<file path="src/rtl/es_psk_pkg.sv">
// Shared definitions for the PSK burst framer.
// Contents: framer state enum, CRC-24 generator, constellation sign tables
// with the 181/256 diagonal scale, and a Gray-to-binary helper.
package es_psk_pkg;

  typedef enum logic [1:0] {
    S_IDLE = 2'd0,
    S_CRC  = 2'd1,
    S_PRE  = 2'd2,
    S_DATA = 2'd3
  } state_t;

  localparam int         CRC_W     = 24;
  localparam logic [24:0] CRC24_GEN = 25'h1FFF409;

  // Point p sits at 45 deg * p. Sign of each component per point:
  // 2'b01 = +, 2'b11 = -, 2'b00 = zero. Odd points use the diagonal magnitude.
  localparam logic [1:0] I_SGN [8] = '{2'b01, 2'b01, 2'b00, 2'b11,
                                       2'b11, 2'b11, 2'b00, 2'b01};
  localparam logic [1:0] Q_SGN [8] = '{2'b00, 2'b01, 2'b01, 2'b01,
                                       2'b00, 2'b11, 2'b11, 2'b11};
  localparam int DIAG_NUM   = 181;
  localparam int DIAG_SHIFT = 8;

  // Narrower symbols are zero-extended at the top, which the prefix XOR tolerates.
  function automatic logic [2:0] gray2bin(input logic [2:0] g);
    logic [2:0] b;
    b[2] = g[2];
    b[1] = g[2] ^ g[1];
    b[0] = g[2] ^ g[1] ^ g[0];
    return b;
  endfunction

endpackage

</file>
<file path="src/rtl/es_psk_tx_framer_if.sv">
// Handshake and sample bus of the PSK burst framer.
// master: message source / sample sink (drives data_in, start).
// slave : framer (drives ready, busy, sym_strobe, tx_valid, tx_i, tx_q, done).
interface es_psk_tx_framer_if #(
  parameter int PAYLOAD_BITS = 88,
  parameter int OUT_W        = 20
);
  logic [PAYLOAD_BITS-1:0] data_in;
  logic                    start;
  logic                    ready;
  logic                    busy;
  logic                    sym_strobe;
  logic                    tx_valid;
  logic signed [OUT_W-1:0] tx_i;
  logic signed [OUT_W-1:0] tx_q;
  logic                    done;

  modport master (output data_in, start,
                  input  ready, busy, sym_strobe, tx_valid, tx_i, tx_q, done);
  modport slave  (input  data_in, start,
                  output ready, busy, sym_strobe, tx_valid, tx_i, tx_q, done);
endinterface

</file>
<file path="src/rtl/es_psk_mapper.sv">
// Symbol-to-I/Q mapper with registered outputs.
// Ports: clk, rst (async active-high), clr (restart phase at frame accept),
//        vld/stb/k (symbol index and first-sample strobe),
//        tx_valid, sym_strobe, tx_i, tx_q (registered, zero when not valid).
// Build option ES_PSK_TX_DIFF_EN: phase accumulates k*(8/M) per symbol
// instead of absolute mapping.
module es_psk_mapper
  import es_psk_pkg::*;
#(
  parameter int BITS_PER_SYM = 3,
  parameter int OUT_W        = 20
) (
  input  logic                    clk,
  input  logic                    rst,
  input  logic                    clr,
  input  logic                    vld,
  input  logic                    stb,
  input  logic [2:0]              k,
  output logic                    tx_valid,
  output logic                    sym_strobe,
  output logic signed [OUT_W-1:0] tx_i,
  output logic signed [OUT_W-1:0] tx_q
);
  localparam longint AMP_L  = (longint'(1) << (OUT_W - 2)) - 1;
  localparam longint DIAG_L = (AMP_L * DIAG_NUM) >>> DIAG_SHIFT;
  localparam logic signed [OUT_W-1:0] AMP  = AMP_L[OUT_W-1:0];
  localparam logic signed [OUT_W-1:0] DIAG = DIAG_L[OUT_W-1:0];

  logic [2:0] inc;
  logic [2:0] p;
  logic signed [OUT_W-1:0] i_c, q_c;

  assign inc = k << (3 - BITS_PER_SYM);

`ifdef ES_PSK_TX_DIFF_EN
  logic [2:0] acc;
  // acc holds the current symbol's phase once its first sample has passed.
  assign p = stb ? (acc + inc) : acc;
  always_ff @(posedge clk or posedge rst) begin
    if (rst)              acc <= '0;
    else if (clr)         acc <= '0;
    else if (vld && stb)  acc <= p;
  end
`else
  logic unused_clr;
  assign unused_clr = clr;
  assign p = inc;
`endif

  function automatic logic signed [OUT_W-1:0] scale(input logic [1:0] sgn, input logic diag);
    logic signed [OUT_W-1:0] mag;
    mag = diag ? DIAG : AMP;
    case (sgn)
      2'b01:   scale = mag;
      2'b11:   scale = -mag;
      default: scale = '0;
    endcase
  endfunction

  always_comb begin
    i_c = scale(I_SGN[p], p[0]);
    q_c = scale(Q_SGN[p], p[0]);
  end

  always_ff @(posedge clk or posedge rst) begin
    if (rst) begin
      tx_valid   <= 1'b0;
      sym_strobe <= 1'b0;
      tx_i       <= '0;
      tx_q       <= '0;
    end else begin
      tx_valid   <= vld;
      sym_strobe <= vld && stb;
      tx_i       <= vld ? i_c : '0;
      tx_q       <= vld ? q_c : '0;
    end
  end
endmodule

</file>
<file path="src/rtl/es_psk_tx_framer.sv">
// 1090ES-style PSK burst framer: latches payload, runs serial CRC-24,
// emits preamble + {payload, crc, zero pad} as oversampled M-PSK I/Q.
// Ports: clk, rst (async active-high), bus (slave modport: data_in, start,
//        ready, busy, sym_strobe, tx_valid, tx_i, tx_q, done).
// Build option ES_PSK_TX_DIFF_EN: differential phase encoding (in mapper).
//
// state  | meaning
// IDLE   | ready, waiting for start
// CRC    | one payload bit per cycle through CRC-24
// PRE    | alternating 0/180 deg preamble symbols
// DATA   | frame symbols, MSB first
module es_psk_tx_framer
  import es_psk_pkg::*;
#(
  parameter int PAYLOAD_BITS  = 88,
  parameter int BITS_PER_SYM  = 3,
  parameter int SPS           = 4,
  parameter int PREAMBLE_SYMS = 8,
  parameter int OUT_W         = 20
) (
  input logic               clk,
  input logic               rst,
  es_psk_tx_framer_if.slave bus
);
  localparam int FRAME_BITS = PAYLOAD_BITS + CRC_W;
  localparam int NSYM       = (FRAME_BITS + BITS_PER_SYM - 1) / BITS_PER_SYM;
  localparam int FW         = NSYM * BITS_PER_SYM;
  localparam int MAX_SYMS   = (NSYM > PREAMBLE_SYMS) ? NSYM : PREAMBLE_SYMS;
  localparam int BIT_W      = $clog2(PAYLOAD_BITS + 1);
  localparam int SYM_W      = $clog2(MAX_SYMS + 1);
  localparam int SMP_W      = $clog2(SPS + 1);
  localparam logic [2:0] HALF_M = 3'(2 ** (BITS_PER_SYM - 1));

  state_t                  state, state_nxt;
  logic [BIT_W-1:0]        bit_cnt;
  logic [SYM_W-1:0]        sym_cnt;
  logic [SMP_W-1:0]        smp_cnt;
  logic [PAYLOAD_BITS-1:0] pay, pay_rot;
  logic [CRC_W-1:0]        crc, crc_nxt;
  logic [FW-1:0]           frm, frm_load;
  logic                    busy, done, done_nxt;
  logic                    accept, crc_last, smp_wrap, pre_last;
  logic                    sym_vld, sym_stb;
  logic [2:0]              sym_k;
  logic                    s1_vld, s1_stb;
  logic [2:0]              s1_k;

  // Payload rotates rather than shifts so it is intact again after the CRC pass.
  always_comb begin
    pay_rot  = {pay[PAYLOAD_BITS-2:0], pay[PAYLOAD_BITS-1]};
    crc_nxt  = {crc[CRC_W-2:0], 1'b0} ^
               ((pay[PAYLOAD_BITS-1] ^ crc[CRC_W-1]) ? CRC24_GEN[CRC_W-1:0] : '0);
    frm_load = '0;
    frm_load[FW-1 -: FRAME_BITS] = {pay_rot, crc_nxt};
  end

  always_ff @(posedge clk or posedge rst) begin
    if (rst) state <= S_IDLE;
    else     state <= state_nxt;
  end

  always_comb begin
    state_nxt = state;
    accept    = 1'b0;
    sym_vld   = 1'b0;
    sym_stb   = 1'b0;
    sym_k     = '0;
    smp_wrap  = (smp_cnt == SMP_W'(SPS - 1));
    crc_last  = (bit_cnt == BIT_W'(PAYLOAD_BITS - 1));
    pre_last  = (sym_cnt == SYM_W'(PREAMBLE_SYMS - 1));
    case (state)
      S_IDLE: if (bus.start && !busy) begin
        accept    = 1'b1;
        state_nxt = S_CRC;
      end
      S_CRC: if (crc_last) state_nxt = S_PRE;
      S_PRE: begin
        sym_vld = 1'b1;
        sym_stb = (smp_cnt == '0);
        sym_k   = sym_cnt[0] ? HALF_M : 3'd0;
        if (smp_wrap && pre_last) state_nxt = S_DATA;
      end
      S_DATA: begin
        sym_vld = 1'b1;
        sym_stb = (smp_cnt == '0);
        sym_k   = gray2bin(3'(frm[FW-1 -: BITS_PER_SYM]));
        if (smp_wrap && sym_cnt == SYM_W'(NSYM - 1)) state_nxt = S_IDLE;
      end
      default: state_nxt = S_IDLE;
    endcase
  end

  // Last sample has left the mapper while nothing follows in the symbol stage.
  assign done_nxt = busy && bus.tx_valid && !s1_vld;

  always_ff @(posedge clk or posedge rst) begin
    if (rst) begin
      bit_cnt <= '0;
      sym_cnt <= '0;
      smp_cnt <= '0;
      pay     <= '0;
      crc     <= '0;
      frm     <= '0;
      busy    <= 1'b0;
      done    <= 1'b0;
      s1_vld  <= 1'b0;
      s1_stb  <= 1'b0;
      s1_k    <= '0;
    end else begin
      s1_vld <= sym_vld;
      s1_stb <= sym_stb;
      s1_k   <= sym_k;
      done   <= done_nxt;
      if (accept)        busy <= 1'b1;
      else if (done_nxt) busy <= 1'b0;
      case (state)
        S_IDLE: if (accept) begin
          pay     <= bus.data_in;
          crc     <= '0;
          bit_cnt <= '0;
        end
        S_CRC: begin
          pay     <= pay_rot;
          crc     <= crc_nxt;
          bit_cnt <= bit_cnt + 1'b1;
          if (crc_last) begin
            frm     <= frm_load;
            sym_cnt <= '0;
            smp_cnt <= '0;
          end
        end
        default: begin
          smp_cnt <= smp_wrap ? '0 : smp_cnt + 1'b1;
          if (smp_wrap) begin
            sym_cnt <= (state == S_PRE && pre_last) ? '0 : sym_cnt + 1'b1;
            if (state == S_DATA) frm <= frm << BITS_PER_SYM;
          end
        end
      endcase
    end
  end

  es_psk_mapper #(
    .BITS_PER_SYM (BITS_PER_SYM),
    .OUT_W        (OUT_W)
  ) u_mapper (
    .clk        (clk),
    .rst        (rst),
    .clr        (accept),
    .vld        (s1_vld),
    .stb        (s1_stb),
    .k          (s1_k),
    .tx_valid   (bus.tx_valid),
    .sym_strobe (bus.sym_strobe),
    .tx_i       (bus.tx_i),
    .tx_q       (bus.tx_q)
  );

  assign bus.ready = ~busy;
  assign bus.busy  = busy;
  assign bus.done  = done;
endmodule

</file>
<file path="src/flat_wrapper.sv">
// flat-port wrapper written by rule: the top's interface ports become plain ports
module es_psk_tx_framer_flat import es_psk_pkg::*;
#(
  parameter int PAYLOAD_BITS  = 88,
  parameter int BITS_PER_SYM  = 3,
  parameter int SPS           = 4,
  parameter int PREAMBLE_SYMS = 8,
  parameter int OUT_W         = 20
)
  (clk, rst, bus_data_in, bus_start, bus_ready, bus_busy, bus_sym_strobe, bus_tx_valid, bus_tx_i, bus_tx_q, bus_done);
  es_psk_tx_framer_if #(.PAYLOAD_BITS(PAYLOAD_BITS), .OUT_W(OUT_W)) bus_i ();
  input logic clk;
  input logic rst;
  input wire logic [$bits(bus_i.data_in)-1:0] bus_data_in;
  input wire logic [$bits(bus_i.start)-1:0] bus_start;
  output wire logic [$bits(bus_i.ready)-1:0] bus_ready;
  output wire logic [$bits(bus_i.busy)-1:0] bus_busy;
  output wire logic [$bits(bus_i.sym_strobe)-1:0] bus_sym_strobe;
  output wire logic [$bits(bus_i.tx_valid)-1:0] bus_tx_valid;
  output wire logic [$bits(bus_i.tx_i)-1:0] bus_tx_i;
  output wire logic [$bits(bus_i.tx_q)-1:0] bus_tx_q;
  output wire logic [$bits(bus_i.done)-1:0] bus_done;
  assign bus_i.data_in = bus_data_in;
  assign bus_i.start = bus_start;
  assign bus_ready = bus_i.ready;
  assign bus_busy = bus_i.busy;
  assign bus_sym_strobe = bus_i.sym_strobe;
  assign bus_tx_valid = bus_i.tx_valid;
  assign bus_tx_i = bus_i.tx_i;
  assign bus_tx_q = bus_i.tx_q;
  assign bus_done = bus_i.done;
  es_psk_tx_framer #(.PAYLOAD_BITS(PAYLOAD_BITS), .BITS_PER_SYM(BITS_PER_SYM), .SPS(SPS), .PREAMBLE_SYMS(PREAMBLE_SYMS), .OUT_W(OUT_W)) u_core (.clk(clk), .rst(rst), .bus(bus_i));
endmodule
</file>
<file path="config.mk">
export PLATFORM = sky130hd
export DESIGN_NAME = es_psk_tx_framer_flat
export DESIGN_NICKNAME = d
export VERILOG_FILES = /design/src/rtl/es_psk_pkg.sv /design/src/rtl/es_psk_tx_framer_if.sv /design/src/rtl/es_psk_mapper.sv /design/src/rtl/es_psk_tx_framer.sv /design/src/flat_wrapper.sv
export SDC_FILE = /design/constraint.sdc
export NUM_CORES = 1
export LEC_CHECK = 0
export BUFFER_PORTS_ARGS = -buffer_cell sky130_fd_sc_hd__buf_4
export CAP_MARGIN = 10
export CORE_UTILIZATION = 53
export CTS_CLUSTER_DIAMETER = 150
export DETAILED_ROUTE_END_ITERATION = 10
export PLACE_DENSITY_LB_ADDON = 0.1
export SKIP_CTS_REPAIR_TIMING = 1
export SYNTH_ARGS = -nofsm -noshare
export SYNTH_HDL_FRONTEND = slang
export SYNTH_SLANG_ARGS = --single-unit
</file>
<file path="constraint.sdc">
create_clock -name clk -period 6.95 [get_ports clk]
set_input_delay 0.3475 -clock clk [delete_from_list [all_inputs] [get_ports clk]]
set_output_delay 0.3475 -clock clk [all_outputs]
set_load 0.01 [all_outputs]
</file>
== Word-level counts from Yosys, hierarchy flattened ==
Memories as Yosys holds them, arrays and structs flattened.
Index checks and enable logic that the tools add are counted.
Operators by class
  add/sub/neg operators: 4
  order comparisons: 1
  equality and inequality tests: 16
  mux-type cells: 40
  bitwise operators: 7
  reductions and logical operators: 21
Operators by type and width (number)
  $mux 114: 3
  $pmux 114 s2: 1
  $pmux 88 s2: 1
  $mux 88: 1
  $pmux 20 s2: 2
  $mux 24: 2
  $pmux 24 s2: 1
  $mux 20: 2
  $xor 24x24->24: 1
  $neg 18->20: 1
  $mux 6: 3
  $mux 17: 1
  $mux 2: 8
  $pmux 7 s2: 1
  $pmux 3 s2: 2
  $pmux 6 s2: 1
  $ne 2x1->1 const B: 5
  $mux 3: 3
  $eq 2x2->1 const B: 4
  $pmux 2 s4: 1
  $reduce_and 4->1: 2
  $reduce_bool 2->1: 4
  $add 7x1->7 const B: 1
  $eq 7x7->1 const B: 1
  19 further kinds: 37
Word-level totals
  register bits: 293
  ROM bits: 32
  input bits: 91
  output and inout bits: 45
  word-level logic and storage cells: 107
  memories kept: 2
Memory list
  (no name shown): depth 8, bits a word 2, rd ports 1, clocked after memory_dff 0, write ports 0, line es_psk_mapper.sv:62  | q_c = scale(Q_SGN[p], p[0]);
  (no name shown): depth 8, bits a word 2, rd ports 1, clocked after memory_dff 0, write ports 0, line es_psk_mapper.sv:61  | i_c = scale(I_SGN[p], p[0]);

== Depth between registers and ports, before layout ==
Gate-level depths: netlist of the first run.
  word-level depth: 7
  depth in mapped cells: 10

== Cells and area by module ==
From an unflattened synthesis of the first run, not the netlist that was laid out.
Second synthesis, totals
  cell total of the unflattened synthesis: 1024
  area, all modules: 12445.7 um^2
Modules (own cells, without submodules)
  es_psk_tx_framer: times used 1, cells each 961, area each 11816.3 um^2
  es_psk_mapper: times used 1, cells each 63, area each 629.4 um^2

== Worst setup path after synthesis of the first run ==
Ideal clock, no wire load.
  path type: register -> register
  start: register u_core.state[1]
  end: register u_core.frm[49]
  data arrival time: 1.945 ns
  slack: 4.877 ns
  stages on the path, launching flop included: 8
  period minus slack after synthesis: 2.073 ns
  cell sequence: dfrtp_1 inv_1 ha_1 buf_2 buf_2 clkbuf_1 mux2_2 mux2_1
On the way
  longest elaborated chain between the ends: 3
Ends and longest elaborated chain
  start, declared: line es_psk_tx_framer.sv:34  | state_t state, state_nxt;
  start signal, assigned: line es_psk_tx_framer.sv:59  | else state <= state_nxt;
  $eq 2x1->1, or another cell as far along: line es_psk_tx_framer.sv:116  | case (state)
  $ne 2x1->1 (no line), or another cell as far along
  $reduce_and 4->1 (no line)
  end signal, assigned: line es_psk_tx_framer.sv:127  | frm <= frm_load;
  end signal, assigned: line es_psk_tx_framer.sv:136  | if (state == S_DATA) frm <= frm << BITS_PER_SYM;
  end, declared: line es_psk_tx_framer.sv:40  | logic [FW-1:0] frm, frm_load;
Parallel ways exist; a longest one is shown, timed or not.
A chain may end at the register's enable or synchronous reset.

== Final worst setup path of the first run ==
  start: register u_core.state[1]
  end: register u_core.frm[37]
The elaborated chain is that of the path after synthesis.

==> results, run 1 <==
- The worst register-to-register path has a depth of 7.
- For the pin with the worst max-slew slack, the measured transition is 1.12 ns.
- The post-detailed-routing wire length is 23.1 mm.
- The highest signal layer in the routed design is met4.
- Measured along the x axis, the die boundary spans 155 um.
- The area share of the largest cell type after synthesis is 52.5%.
- Once detail routing completed, the nets flagged for antenna violations numbered 0.
- The first-pass GRT wire length is 39.1 mm.
- The wire-length estimate of the detail-placed layout is 14.5 mm.
- The die outline height is 155 um.
- The worst register-to-register path begins at u_core.state[1].
- The length of routed wiring on met1 is 11.6 mm.
- The number of buffers added by the clock tree synthesis step is 28.
- The routed length on met2 is 9.99 mm.
- The data required time at the worst endpoint is 7.37 ns.
- The worst vdd rail ir drop is 0.000175 V.
- TritonCTS built the clock tree.
- The worst setup path is launched from a register.
- In this design, the stage delay of the slowest critical-path cell is 0.83 ns.
- The arrival time reported for the critical path endpoint is 4.40 ns.
- The length of routed met3 wiring is 1.07 mm.
- The endpoint type of the worst setup path is a register.
- The number of H-tree levels is 1.
- The synthesized net count is 1143.
- After global routing the overflow that remains totals 0.
- Clock tree synthesis selected as its root buffer the cell sky130_fd_sc_hd__clkbuf_16.
- For this run, the leading register cell type out of synthesis is sky130_fd_sc_hd__dfrtp_1.
- The internal cell power is 0.00247 W.
- Power comes to 0.00311 W.
- The number of buffer and inverter stages on the critical path is 3.
- The critical path is of the register to register type.
- In this run the number of cells on the critical path is 7.
- Net switching is 20.6% of the power.
- Entering global routing, the biggest net connects 98 pins.
- The initial standard-cell utilization of the core is 54.4%.
- The floorplan step defined a core boundary enclosing 22700 sq um.
- The library cell used most frequently in the layout, excluding fill and tap cells, is sky130_fd_sc_hd__dfrtp_1.
- The worst hold path belongs to the class input pin to register.
- The final RePlAce weighted congestion is 0.763.
- The net count of the finished layout is 1220.
- Traced cell by cell, the critical path runs through inv_1 > ha_4 > buf_4 > nand4_2 > a21oi_4 > buf_12 > mux2_2.
- The number of synthesized flops with an enable pin is 0.
- The power per unit of standard cell area is 219 nW/um^2.
- Summing every instance area after synthesis gives 12300 sq um.
- The worst pin sits at a relative slew slack of 25.0%.
- The synthesized instance count is 1043.
- The net switching component of the power is 0.000638 W.
- The area growth from synthesis to layout is 14.7%.
- The number of clock sinks is 259.
- The number of warnings issued by yosys is 0.
- Of the total power, registers draw 48.6%.
- In the final routed layout, each cell accounts on average for 16.2 um.
- Along the worst path, the maximum fanout reaches 84.
- The share of async-settable or async-resettable flops after synthesis is 100%.
- The standby leakage power is 7.53 nW.
- The maximum clock frequency is 251 MHz.
- Dividing the final minimum period by the clock period gives 57.3%.
- The accumulated negative setup slack is 0 ns.
- The final count of hold timing violations is 0.
- For this run, the detailed router's first-pass iteration total came to 4.
- The clock reaches the later pin of the worst-skew pair after 0.55 ns.
- After clock tree synthesis, the clock-pin slew on the worst setup and hold paths is 0.06 ns.
- The total global routing track utilization is 19.9%.
- Setup repair after global routing left no endpoint under its margin.
- The initial antenna violation count is 1.
- The endpoint of the worst setup timing path is u_core.frm[37].
- The reg2reg setup slack is 2.97 ns.
- The clock network accounts for 49.1% of the total power.
- On the critical path the largest part of the delay comes from buffers and inverters.
- The critical path starts at u_core.state[1].
- Yosys attributes the largest share of cell area to sky130_fd_sc_hd__dfrtp_1, sky130_fd_sc_hd__mux2_2, sky130_fd_sc_hd__mux2_1.
- The clock arrives with 0.0221 ns of skew.
- The mean instance size in the synthesized netlist is 11.8 sq um.
- The slowest stage of the critical path belongs to the cell sky130_fd_sc_hd__a21oi_4.
- The floorplan has 55 rows.
- The combinational cell fraction of total power is 2.3%.
- For this block, the initial DRC count from the detailed router was 479.
- For this block, the via count after detailed routing is 7735.
- Buffers placed on the I/O ports in this run total 135.
- The number of synthesized register bits is 259.
- Sequential elements use 52.5% of the synthesized area.
- The number of failing setup endpoints in the final timing report is 0.
- The floorplan step defined a die boundary enclosing 23900 sq um.
- The fraction of final layout cells with drive strength greater than 1 is 29.0%.
- The maximum clock path buffer count is 3.
- The final-report max-slew violation count was 0.
- The final critical path time including I/O delays and setup is 3.98 ns.
- Fill cells in the final layout number 1858.
- The biggest area contributor in the post-synthesis netlist is sky130_fd_sc_hd__dfrtp_1.
- The mean number of vias per cell is 5.42.
- The flow ran to the end, and the final reports show no timing, DRC or antenna violations.
- The number of global-route vias before repair is 7604.
- Synthesis instantiated 53 different standard cells from the library.
- 136 I/O pins were placed.
- The endpoint identified for the worst register-to-register timing path is u_core.frm[37].
- The number of remaining DRC errors is 0.
- The tool flagged a number of max-cap violations equal to 0.
- The top cell types in the final layout, fill and taps aside, are sky130_fd_sc_hd__dfrtp_1, sky130_fd_sc_hd__buf_4, sky130_fd_sc_hd__mux2_2, sky130_fd_sc_hd__nand2_1, sky130_fd_sc_hd__o21ai_0.
## power by group through the flow
stage / Combinational, W / Clock, W / Sequential (W)
6_report: 0.0000715 / 0.00153 / 0.00151
4_1_cts: 0.0000740 / 0.00157 / 0.00151
3_3_place_gp: 0.0000745 / 0 / 0.00154
2_1_floorplan: 0.0000231 / 0 / 0.00154
3_5_place_dp: 0.0000739 / 0 / 0.00154
5_1_grt: 0.0000811 / 0.00163 / 0.00151
## cell type report
| cell class | count | area (sq um) | share of cell area [%] |
|---|---|---|---|
| Timing Repair Buffer | 145 | 1100 | 7.79 |
| Clock inverter | 11 | 145 | 1.03 |
| Tap cell | 285 | 357 | 2.52 |
| Antenna cell | 1 | 2.50 | 0.0177 |
| Multi-Input combinational cell | 667 | 5180 | 36.6 |
| Inverter | 19 | 75.1 | 0.530 |
| Clock buffer | 39 | 812 | 5.74 |
| Sequential cell | 259 | 6480 | 45.8 |
## worst reg2reg max path, stage by stage (launching register included)
cell	delay (ns)
sky130_fd_sc_hd__dfrtp_1	0.40
sky130_fd_sc_hd__inv_1	0.11
sky130_fd_sc_hd__ha_4	0.50
sky130_fd_sc_hd__buf_4	0.81
sky130_fd_sc_hd__nand4_2	0.29
sky130_fd_sc_hd__a21oi_4	0.83
sky130_fd_sc_hd__buf_12	0.49
sky130_fd_sc_hd__mux2_2	0.43
## state kept, by name, summed over array words and instances (netlist names), 2 cells and up
signal                cells
u_core.smp_cnt            3
u_core.frm              112
u_core.u_mapper.tx_q      4
u_core.state              2
u_core.u_mapper.tx_i      4
u_core.crc               24
u_core.bit_cnt            7
u_core.s1_k               3
u_core.sym_cnt            6
u_core.pay               88
## worst min path at each step
stage                         start                  endpoint  slack (ns)  cells after the start
CTS                             rst  u_core.u_mapper.tx_q[17]       -0.28                      2
floorplan             u_core.s1_vld  u_core.u_mapper.tx_valid        0.41                      0
finish              bus_data_in[72]            u_core.pay[72]        0.06                      3
detailed placement              rst  u_core.u_mapper.tx_q[17]        0.29                      2
global placement                rst  u_core.u_mapper.tx_q[17]        0.29                      2
global route        bus_data_in[83]            u_core.pay[83]        0.06                      3
## stage by stage
| stage | util (%) | std cells | instance area [sq um] | hold slack (ns) | setup slack, ns |
|---|---|---|---|---|---|
| after floorplan | - | 1043 | 12400 | 0.407 | 3.19 |
| after global placement | 58.1 | 1374 | 13200 | 0.289 | 2.89 |
| after detailed placement | 58.1 | 1374 | 13200 | 0.291 | 2.87 |
| after CTS | 62.3 | 1424 | 14100 | -0.282 | 2.87 |
| after global routing | 62.3 | 1425 | 14200 | 0.0556 | 2.64 |
| final | 62.3 | 1426 | 14200 | 0.0576 | 2.97 |
## cells in the mapped netlist, types with 2 or more instances
cell type	count
sky130_fd_sc_hd__o21ai_1	15
sky130_fd_sc_hd__o21a_1	3
sky130_fd_sc_hd__o2bb2ai_1	3
sky130_fd_sc_hd__ha_1	9
sky130_fd_sc_hd__nor2b_1	2
sky130_fd_sc_hd__mux2_2	128
sky130_fd_sc_hd__and3_1	2
sky130_fd_sc_hd__or2_2	3
sky130_fd_sc_hd__nor2_1	48
sky130_fd_sc_hd__mux2i_1	70
sky130_fd_sc_hd__clkbuf_1	30
sky130_fd_sc_hd__buf_4	36
sky130_fd_sc_hd__a22o_1	12
sky130_fd_sc_hd__nor3_1	4
sky130_fd_sc_hd__nand2b_1	3
sky130_fd_sc_hd__nand2_1	109
sky130_fd_sc_hd__dfrtp_1	259
sky130_fd_sc_hd__o21ai_0	87
sky130_fd_sc_hd__buf_8	8
sky130_fd_sc_hd__nand3_1	7
sky130_fd_sc_hd__and2_1	5
sky130_fd_sc_hd__o31ai_1	3
sky130_fd_sc_hd__xor2_1	9
sky130_fd_sc_hd__inv_1	18
sky130_fd_sc_hd__buf_1	3
sky130_fd_sc_hd__o22ai_1	23
sky130_fd_sc_hd__a21oi_1	5
sky130_fd_sc_hd__mux2_1	77
sky130_fd_sc_hd__buf_2	19
sky130_fd_sc_hd__o2111ai_1	3
sky130_fd_sc_hd__and3b_1	2
sky130_fd_sc_hd__nand4_1	3
sky130_fd_sc_hd__buf_6	2
sky130_fd_sc_hd__xnor2_1	13
sky130_fd_sc_hd__nand3b_1	2
## logic make-up after synthesis
| group | count (synthesis) | synth area share, % |
|---|---|---|
| buf+inv | 117 | 5.70 |
| mux | 275 | 24.4 |
| simple gates | 195 | 6.81 |
| compound gates | 165 | 8.03 |
| fa+ha+maj | 9 | 0.912 |
| flops | 259 | 52.5 |
| xor+xnor | 23 | 1.69 |
## routing by layer
| layer | global-route usage (%) | vias to the layer above |
|---|---|---|
| li1 | - | 3769 |
| met4 | 5.23 | 0 |
| met3 | 3.53 | 31 |
| met2 | 29.7 | 154 |
| met1 | 30.1 | 3781 |
| met5 | 0 | - |
Power figures use the tool's default switching activity.
==> inputs of run 2 (changes only) <==
--- a/config.mk
+++ b/config.mk
@@ -7,7 +7,7 @@
 export LEC_CHECK = 0
 export BUFFER_PORTS_ARGS = -buffer_cell sky130_fd_sc_hd__buf_4
 export CAP_MARGIN = 10
-export CORE_UTILIZATION = 53
+export CORE_UTILIZATION = 55
 export CTS_CLUSTER_DIAMETER = 150
 export DETAILED_ROUTE_END_ITERATION = 10
 export PLACE_DENSITY_LB_ADDON = 0.1
==> constraint.sdc (replaced) <==
create_clock -name clk -period 3.73 [get_ports clk]
set_input_delay 0.1865 -clock clk [delete_from_list [all_inputs] [get_ports clk]]
set_output_delay 0.1865 -clock clk [all_outputs]
set_load 0.01 [all_outputs]
==> run 2 against run 1 <==
The run now ends with negative hold slack left. Critical path type unchanged. Cell count rose by 5.0%. Die area fell by 3.6%. Largest cell class unchanged. Via count rose by 4.7%. Clock power rose by 92%. Clock skew fell by 0.0030 ns.
==> results, run 2 (synthesized netlist as in run 1, its figures left out) <==
- The flow ran to the end, but the final reports show violations.
- The final reports fail on negative hold slack.
- Setup repair after global routing left no endpoint under its margin.
- The min-delay analysis places its worst path in the category input pin to register.
- The count of cells along the worst hold path is 3.
- At the end of routability-driven placement, the weighted congestion stood at 0.797.
- Across all hold checks on the routed design, the worst slack comes to -0.0741 ns.
- The area of the placeable core is 21900 sq um.
- For the worst flop-to-flop path, the logic depth is 7.
- The detailed-route via count is 8102.
- The data required time at the worst endpoint is 4.16 ns.
- The final-report max-slew violation count was 0.
- The post-detailed-route wirelength per cell is 15.7 um.
- The number of search-and-repair iterations in the first detailed-routing pass is 4.
- 0 antenna diodes ended up in the layout.
- The number of clock sinks is 259.
- The clock tree from TritonCTS is built.
- The area growth from synthesis to layout is 21.7%.
- The mean number of vias per cell is 5.41.
- Summed over all cells, the static leakage comes to 7.89 nW.
- The DRC marker count from the first detailed-route iteration is 452.
- The endpoint type of the worst setup path is a register.
- The power per unit of standard cell area is 395 nW/um^2.
- The worst vdd rail ir drop is 0.000358 V.
- The worst setup path is of the register to register kind.
- Timing would allow up to 369 MHz.
- Detailed placement ended at an HPWL of 13.9 mm.
- Clock-pin slew was measured on the worst setup and hold paths at 0.06 ns.
- Walking the worst path, the cells encountered are inv_1 > ha_4 > inv_2 > nand3b_1 > a21oi_4 > buf_4 > mux2_2.
- The final count of hold timing violations was 11.
- The die is 152 um tall.
- During I/O placement, the number of pins put on the boundary was 136.
- Cells fill 68.6% of the core in the end.
- The CTS root buffer is sky130_fd_sc_hd__clkbuf_16.
- The commonest non-fill, non-tap cell in the layout is sky130_fd_sc_hd__dfrtp_1.
- The number of H-tree levels is 1.
- The horizontal die dimension is 152 um.
- The total global routing track utilization is 20.1%.
- The worst clock skew is 0.0191 ns.
- During placement, the flow inserted port buffers numbering 135.
- The full die area is 23100 sq um.
- The fraction of power spent switching nets is 20.6%.
- The initial standard-cell utilization of the core is 56.4%.
- The filler cells instantiated in the layout total 1649.
- The number of failing setup endpoints in the final timing report is 0.
- The longest clock path from root to sink contains 3 buffers.
- For the pin with the worst max-slew slack, the measured transition is 1.19 ns.
- The final net count is 1296.
- Per report_power, the combinational group accounts for 3.4% of the total.
- Global routing consumed, on the met1 layer, 30.8% of the routing resources.
- Global routing used 3.39% of the available met3 tracks.
- The number of nets with antenna violations after routing is 0.
- Cells with a size suffix above 1 make up 27.5% of the layout.
- The largest registers in the layout are u_core.frm x112, u_core.pay x88, u_core.crc x24.
- The largest fanout of any net on the critical path is 35.
- The path with the worst hold slack has its endpoint at u_core.pay[87].
- The number of global-route vias before repair is 7572.
- The total power consumption of the routed design is 0.00594 W.
- Among all stages on the critical path, the largest delay is contributed by sky130_fd_sc_hd__a21oi_4.
- Data on the critical path arrives at its endpoint at 3.14 ns.
- Cell internal power was estimated by the tool at 0.00471 W.
- For this run, the slowest stage of the critical path takes 0.60 ns.
- The post-detailed-routing wire length is 23.6 mm.
- The launch instance of the worst min-delay path is bus_data_in[87].
- The max-cap check violation count is 0.
- The worst slew margin relative to its limit is 20.8%.
- Of the available clock period, the critical path in the final layout requires 72.7%.
- Global routing consumed, on the met2 layer, 29.6% of the routing resources.
- The register with the most flip-flops in the layout has 112 of them.
- The source of the worst register-to-register timing path is u_core.state[1].
- The cell row count is 54.
- In the layout the commonest cells are sky130_fd_sc_hd__dfrtp_1, sky130_fd_sc_hd__buf_4, sky130_fd_sc_hd__mux2_2, sky130_fd_sc_hd__nand2_1, sky130_fd_sc_hd__o21ai_0.
- For the finished layout, the period the worst path requires is 2.71 ns.
- The cell family with the largest share of critical-path delay is buffers and inverters.
- The largest net degree at the start of global routing is 180.
- The relative contribution of sequential cells to total power is 47.3%.
- In this run the register-to-register setup slack is 1.02 ns.
- The global routing stage identified its most utilized layer as met1.
- Together, buffers and inverters on the worst path number 3.
- The clock reaches the later pin of the worst-skew pair after 0.55 ns.
- After detailed routing, the number of remaining DRC violations is 0.
- The initial antenna violation count is 0.
- The endpoint identified for the worst register-to-register timing path is u_core.frm[18].
- Counting flops per register, the top entry is u_core.frm.
- The accumulated negative setup slack is 0 ns.
- The total congestion overflow is 0.
- The first global-routing pass estimated 38.8 mm of wire.
- In this run the power spent charging and discharging nets is 0.00122 W.
- The clock share of power is 49.3%.
- STA classifies the critical path startpoint as a register.
- Clock tree synthesis inserted a total of 28 buffers.
run 2: worst register-to-register path: stages, from the launching register on:
cell	delay, ns
sky130_fd_sc_hd__dfrtp_1	0.39
sky130_fd_sc_hd__inv_1	0.10
sky130_fd_sc_hd__ha_4	0.19
sky130_fd_sc_hd__inv_2	0.40
sky130_fd_sc_hd__nand3b_1	0.21
sky130_fd_sc_hd__a21oi_4	0.60
sky130_fd_sc_hd__buf_4	0.35
sky130_fd_sc_hd__mux2_2	0.36
run 2: per-layer routing:
metal	share of wire, %	vias up
li1	-	3935
met1	50	3969
met2	44	162
met3	3.7	36
met4	2.1	0
met5	0	-
run 2: worst max-delay path by stage:
stage                     cells after the start           endpoint       startpoint  slack [ns]
after floorplan                               1  u_core.bit_cnt[0]              rst        0.13
after global placement                        8  u_core.bit_cnt[2]  u_core.state[1]        1.08
after detailed placement                      8  u_core.bit_cnt[2]  u_core.state[1]        1.02
after CTS                                     7     u_core.frm[18]  u_core.state[1]        1.01
after global routing                          7     u_core.frm[16]  u_core.state[1]        0.87
final                                         7     u_core.frm[18]  u_core.state[1]        1.02
run 2: final cells by class:
| class | count | area [sq um] | share of cell area (%) |
|---|---|---|---|
| Clock inverter | 19 | 244 | 1.62 |
| Inverter | 19 | 75.1 | 0.500 |
| Sequential cell | 259 | 6480 | 43.1 |
| Tap cell | 280 | 350 | 2.33 |
| Multi-Input combinational cell | 667 | 5180 | 34.5 |
| Clock buffer | 33 | 749 | 4.99 |
| Timing Repair Buffer | 221 | 1940 | 12.9 |
run 2: power by group through the flow:
stage / registers, W / clock network (W) / logic (W)
global placement: 0.00286 / 0 / 0.000139
global route: 0.00281 / 0.00310 / 0.000221
detailed placement: 0.00286 / 0 / 0.000139
finish: 0.00281 / 0.00293 / 0.000200
floorplan: 0.00286 / 0 / 0.0000431
CTS: 0.00281 / 0.00299 / 0.000139
run 2: through the flow:
stage / std cells / cell area [sq um] / worst slack [ns] / hold WS, ns
after global routing: 1498 / 15000 / 0.865 / 0.00420
after CTS: 1421 / 14300 / 1.01 / -0.288
after floorplan: 1043 / 12400 / 0.130 / 0.359
after detailed placement: 1369 / 13300 / 1.02 / 0.280
after global placement: 1369 / 13300 / 1.08 / 0.280
final: 1498 / 15000 / 1.02 / -0.0741
==> inputs of run 3 (changes only) <==
==> constraint.sdc (replaced) <==
create_clock -name clk -period 2.6 [get_ports clk]
set_input_delay 0.13 -clock clk [delete_from_list [all_inputs] [get_ports clk]]
set_output_delay 0.13 -clock clk [all_outputs]
set_load 0.01 [all_outputs]
==> run 3 against run 2 <==
The flow now finishes without violations. Hold slack improved by 0.18 ns. Critical path depth fell by 1. Non-clock buffer count rose by 22. Global-route usage rose by 0.35 points. Critical endpoint is now u_core.sym_cnt[4]. Largest power group unchanged.
==> results, run 3 (synthesized netlist as in run 1, its figures left out) <==
- Detailed routing inserted a total of 8124 vias.
- Setup violations remaining at the end of the flow were counted as 0.
- For the worst-skew pair, the clock arrives at the later sink with an insertion delay of 0.54 ns.
- The number of global-route vias before repair is 7760.
- The critical path is of the register to register type.
- The initial standard-cell utilization of the core is 56.4%.
- Traced cell by cell, the critical path runs through inv_1 > ha_4 > buf_12 > and2b_1 > a41oi_2 > a221o_1.
- 0 antenna diodes ended up in the layout.
- The die outline height is 152 um.
- The worst hold path belongs to the class input pin to register.
- Dividing the detail-routed wire length by the instance count gives 15.9 um.
- The tree is rooted in a sky130_fd_sc_hd__clkbuf_16.
- Counting instances, the worst hold path has a depth of 4.
- The final count of hold timing violations is 0.
- The number of search-and-repair iterations in the first detailed-routing pass is 6.
- The standby leakage power is 7.99 nW.
- The number of cells traversed by the worst register-to-register path is 6.
- After routing the design area is 15200 sq um.
- IR analysis of the VDD net gives a maximum drop of 0.000523 V.
- For the worst setup path, the data arrival time is 2.69 ns.
- In the final layout, the multi-input gates occupy 5180 sq um.
- After floorplanning, the core was divided into 54 placement rows.
- Global routing used 20.4% of the available tracks.
- After detailed placement, the total cell area comes to 13400 sq um.
- The flip-flop count of the largest register after layout is 112.
- The worst-margin pin slew is 1.08 ns.
- The horizontal die dimension is 152 um.
- The internal cell power is 0.00676 W.
- The clock tree from TritonCTS is built.
- The slowest cell on the critical path is sky130_fd_sc_hd__dfrtp_1.
- The final critical path time including I/O delays and setup is 2.27 ns.
- The power per unit of standard cell area is 557 nW/um^2.
- The number of nets with antenna violations after routing is 0.
- The fraction of final layout cells with drive strength greater than 1 is 27.7%.
- Combinational logic burns 3.7% of the power.
- The core region is 21900 sq um.
- In this design, the stage delay of the slowest critical-path cell is 0.41 ns.
- The mean number of vias per cell is 5.35.
- The net switching component of the power is 0.00171 W.
- The endpoint identified for the worst register-to-register timing path is u_core.sym_cnt[4].
- During I/O placement, the number of pins put on the boundary was 136.
- The maximum clock path buffer count is 3.
- The maximum clock frequency is 440 MHz.
- The placed wire-length estimate after detailed placement is 14.4 mm.
- The largest registers in the layout are u_core.frm x112, u_core.pay x88, u_core.crc x24.
- Compared with the post-synthesis result, the final layout area differs by 23.2%.
- Setup repair after global routing left no endpoint under its margin.
- The DRC marker count from the first detailed-route iteration is 481.
- Sequential cells account for 47.6% of the total power.
- Leaving out fill and tap cells, the most frequent cells in the layout are sky130_fd_sc_hd__dfrtp_1, sky130_fd_sc_hd__buf_4, sky130_fd_sc_hd__mux2_2, sky130_fd_sc_hd__nand2_1, sky130_fd_sc_hd__dlygate4sd3_1.
- The end-of-flow core utilization is 69.5%.
- The max-cap check violation count is 0.
- The worst register-to-register path begins at u_core.state[1].
- The fraction of power spent switching nets is 20.2%.
- After filler insertion, the fill cell instance count of the layout stands at 1635.
- The initial antenna violation count is 1.
- Per report_power, the clock group accounts for 48.8% of the total.
- Clock-pin slew was measured on the worst setup and hold paths at 0.06 ns.
- The final-report max-slew violation count is 0.
- The data required time at the worst endpoint is 3.01 ns.
- The final RePlAce weighted congestion is 0.772.
- The total area of sequential cells is 6480 sq um.
- In the routed design, unresolved DRC markers number 0.
- Of the available clock period, the critical path in the final layout requires 87.4%.
- More flip-flops sit in one register than any other, and that register is u_core.frm.
- The first global-routing pass estimated 39.6 mm of wire.
- The hold path endpoint is u_core.bus.busy.
- The full die area is 23100 sq um.
- In this run the worst path has a maximum fanout of 54.
- The reg2reg setup slack is 0.33 ns.
- The number of buffers added by the clock tree synthesis step is 27.
- Summed over all layers, the global routing overflow is 0.
- The worst setup path is captured at a register.
- The worst pin sits at a relative slew slack of 28.3%.
- The final net count is 1317.
- The post-detailed-routing wire length is 24.1 mm.
- Entering global routing, the biggest net connects 105 pins.
- The launch instance of the worst min-delay path is bus_start.
- The number of port buffers is 135.
- The number of clock sinks is 259.
- The clock arrives with 0.0202 ns of skew.
- The library cell used most frequently in the layout, excluding fill and tap cells, is sky130_fd_sc_hd__dfrtp_1.
- The launching element type of the critical path is a register.
- CTS built an H-tree with a depth of 1.
- The run finished with clean final reports.
-- run 3: changes by cell type in the layout (fill, tap and decap cells not counted), sizes merged --
cell and change:
buf +10, clkbuf +1, clkinv -4, inv +1, dlygate4sd3 +12
-- run 3: metal layers --
layer	up-vias	share of wire, %	GRT usage, %
met5	-	0	0
met4	0	1.4	4.00
met3	31	4.2	3.65
met2	156	46	30.9
met1	3978	48	30.9
li1	3959	-	-
-- run 3: stage by stage --
step	TNS [ns]	setup WS (ns)	total power, W	instances	hold slack, ns
6_report	0	0.328	0.00847	1518	0.106
5_1_grt	0	0.193	0.00877	1518	0.109
4_1_cts	0	0.342	0.00846	1429	-0.432
3_5_place_dp	0	0.365	0.00431	1379	0.133
3_3_place_gp	0	0.396	0.00431	1379	0.130
2_1_floorplan	-244.39	-0.944	0.00417	1043	0.303
-- run 3: worst max-delay path by stage --
stage / cells past startpoint / start / end / slack [ns]
6_report: 6 / u_core.state[1] / u_core.sym_cnt[4] / 0.33
2_1_floorplan: 1 / rst / u_core.bit_cnt[0] / -0.94
4_1_cts: 6 / u_core.state[1] / u_core.sym_cnt[4] / 0.34
3_3_place_gp: 6 / u_core.state[1] / u_core.sym_cnt[4] / 0.40
3_5_place_dp: 6 / u_core.state[1] / u_core.sym_cnt[4] / 0.36
5_1_grt: 7 / u_core.state[1] / u_core.sym_cnt[0] / 0.19
-- run 3: critical path, delay by kind of cell, from the launching register on --
kind / cells / cell delay [ns]
AOI/OAI and AO/OA: 2 / 0.70
buffers and inverters: 2 / 0.44
adders and majority gates: 1 / 0.26
DFF: 1 / 0.41
and+or+nand+nor: 1 / 0.33
-- run 3: cell type report --
class	count	share of cell area, %
flip-flops and latches	259	42.6
multi-input cells	667	34.1
repair buffers	243	14.2
clock buffers	34	4.94
well taps	280	2.30
clock inverters	16	1.41
inverters	19	0.493
-- run 3: power by group through the flow --
stage | sequential [W] | combinational, W | clock (W)
finish | 0.00403 | 0.000310 | 0.00413
floorplan | 0.00411 | 0.0000618 | 0
detailed placement | 0.00410 | 0.000205 | 0
global placement | 0.00410 | 0.000206 | 0
global route | 0.00403 | 0.000343 | 0.00440
CTS | 0.00403 | 0.000206 | 0.00422
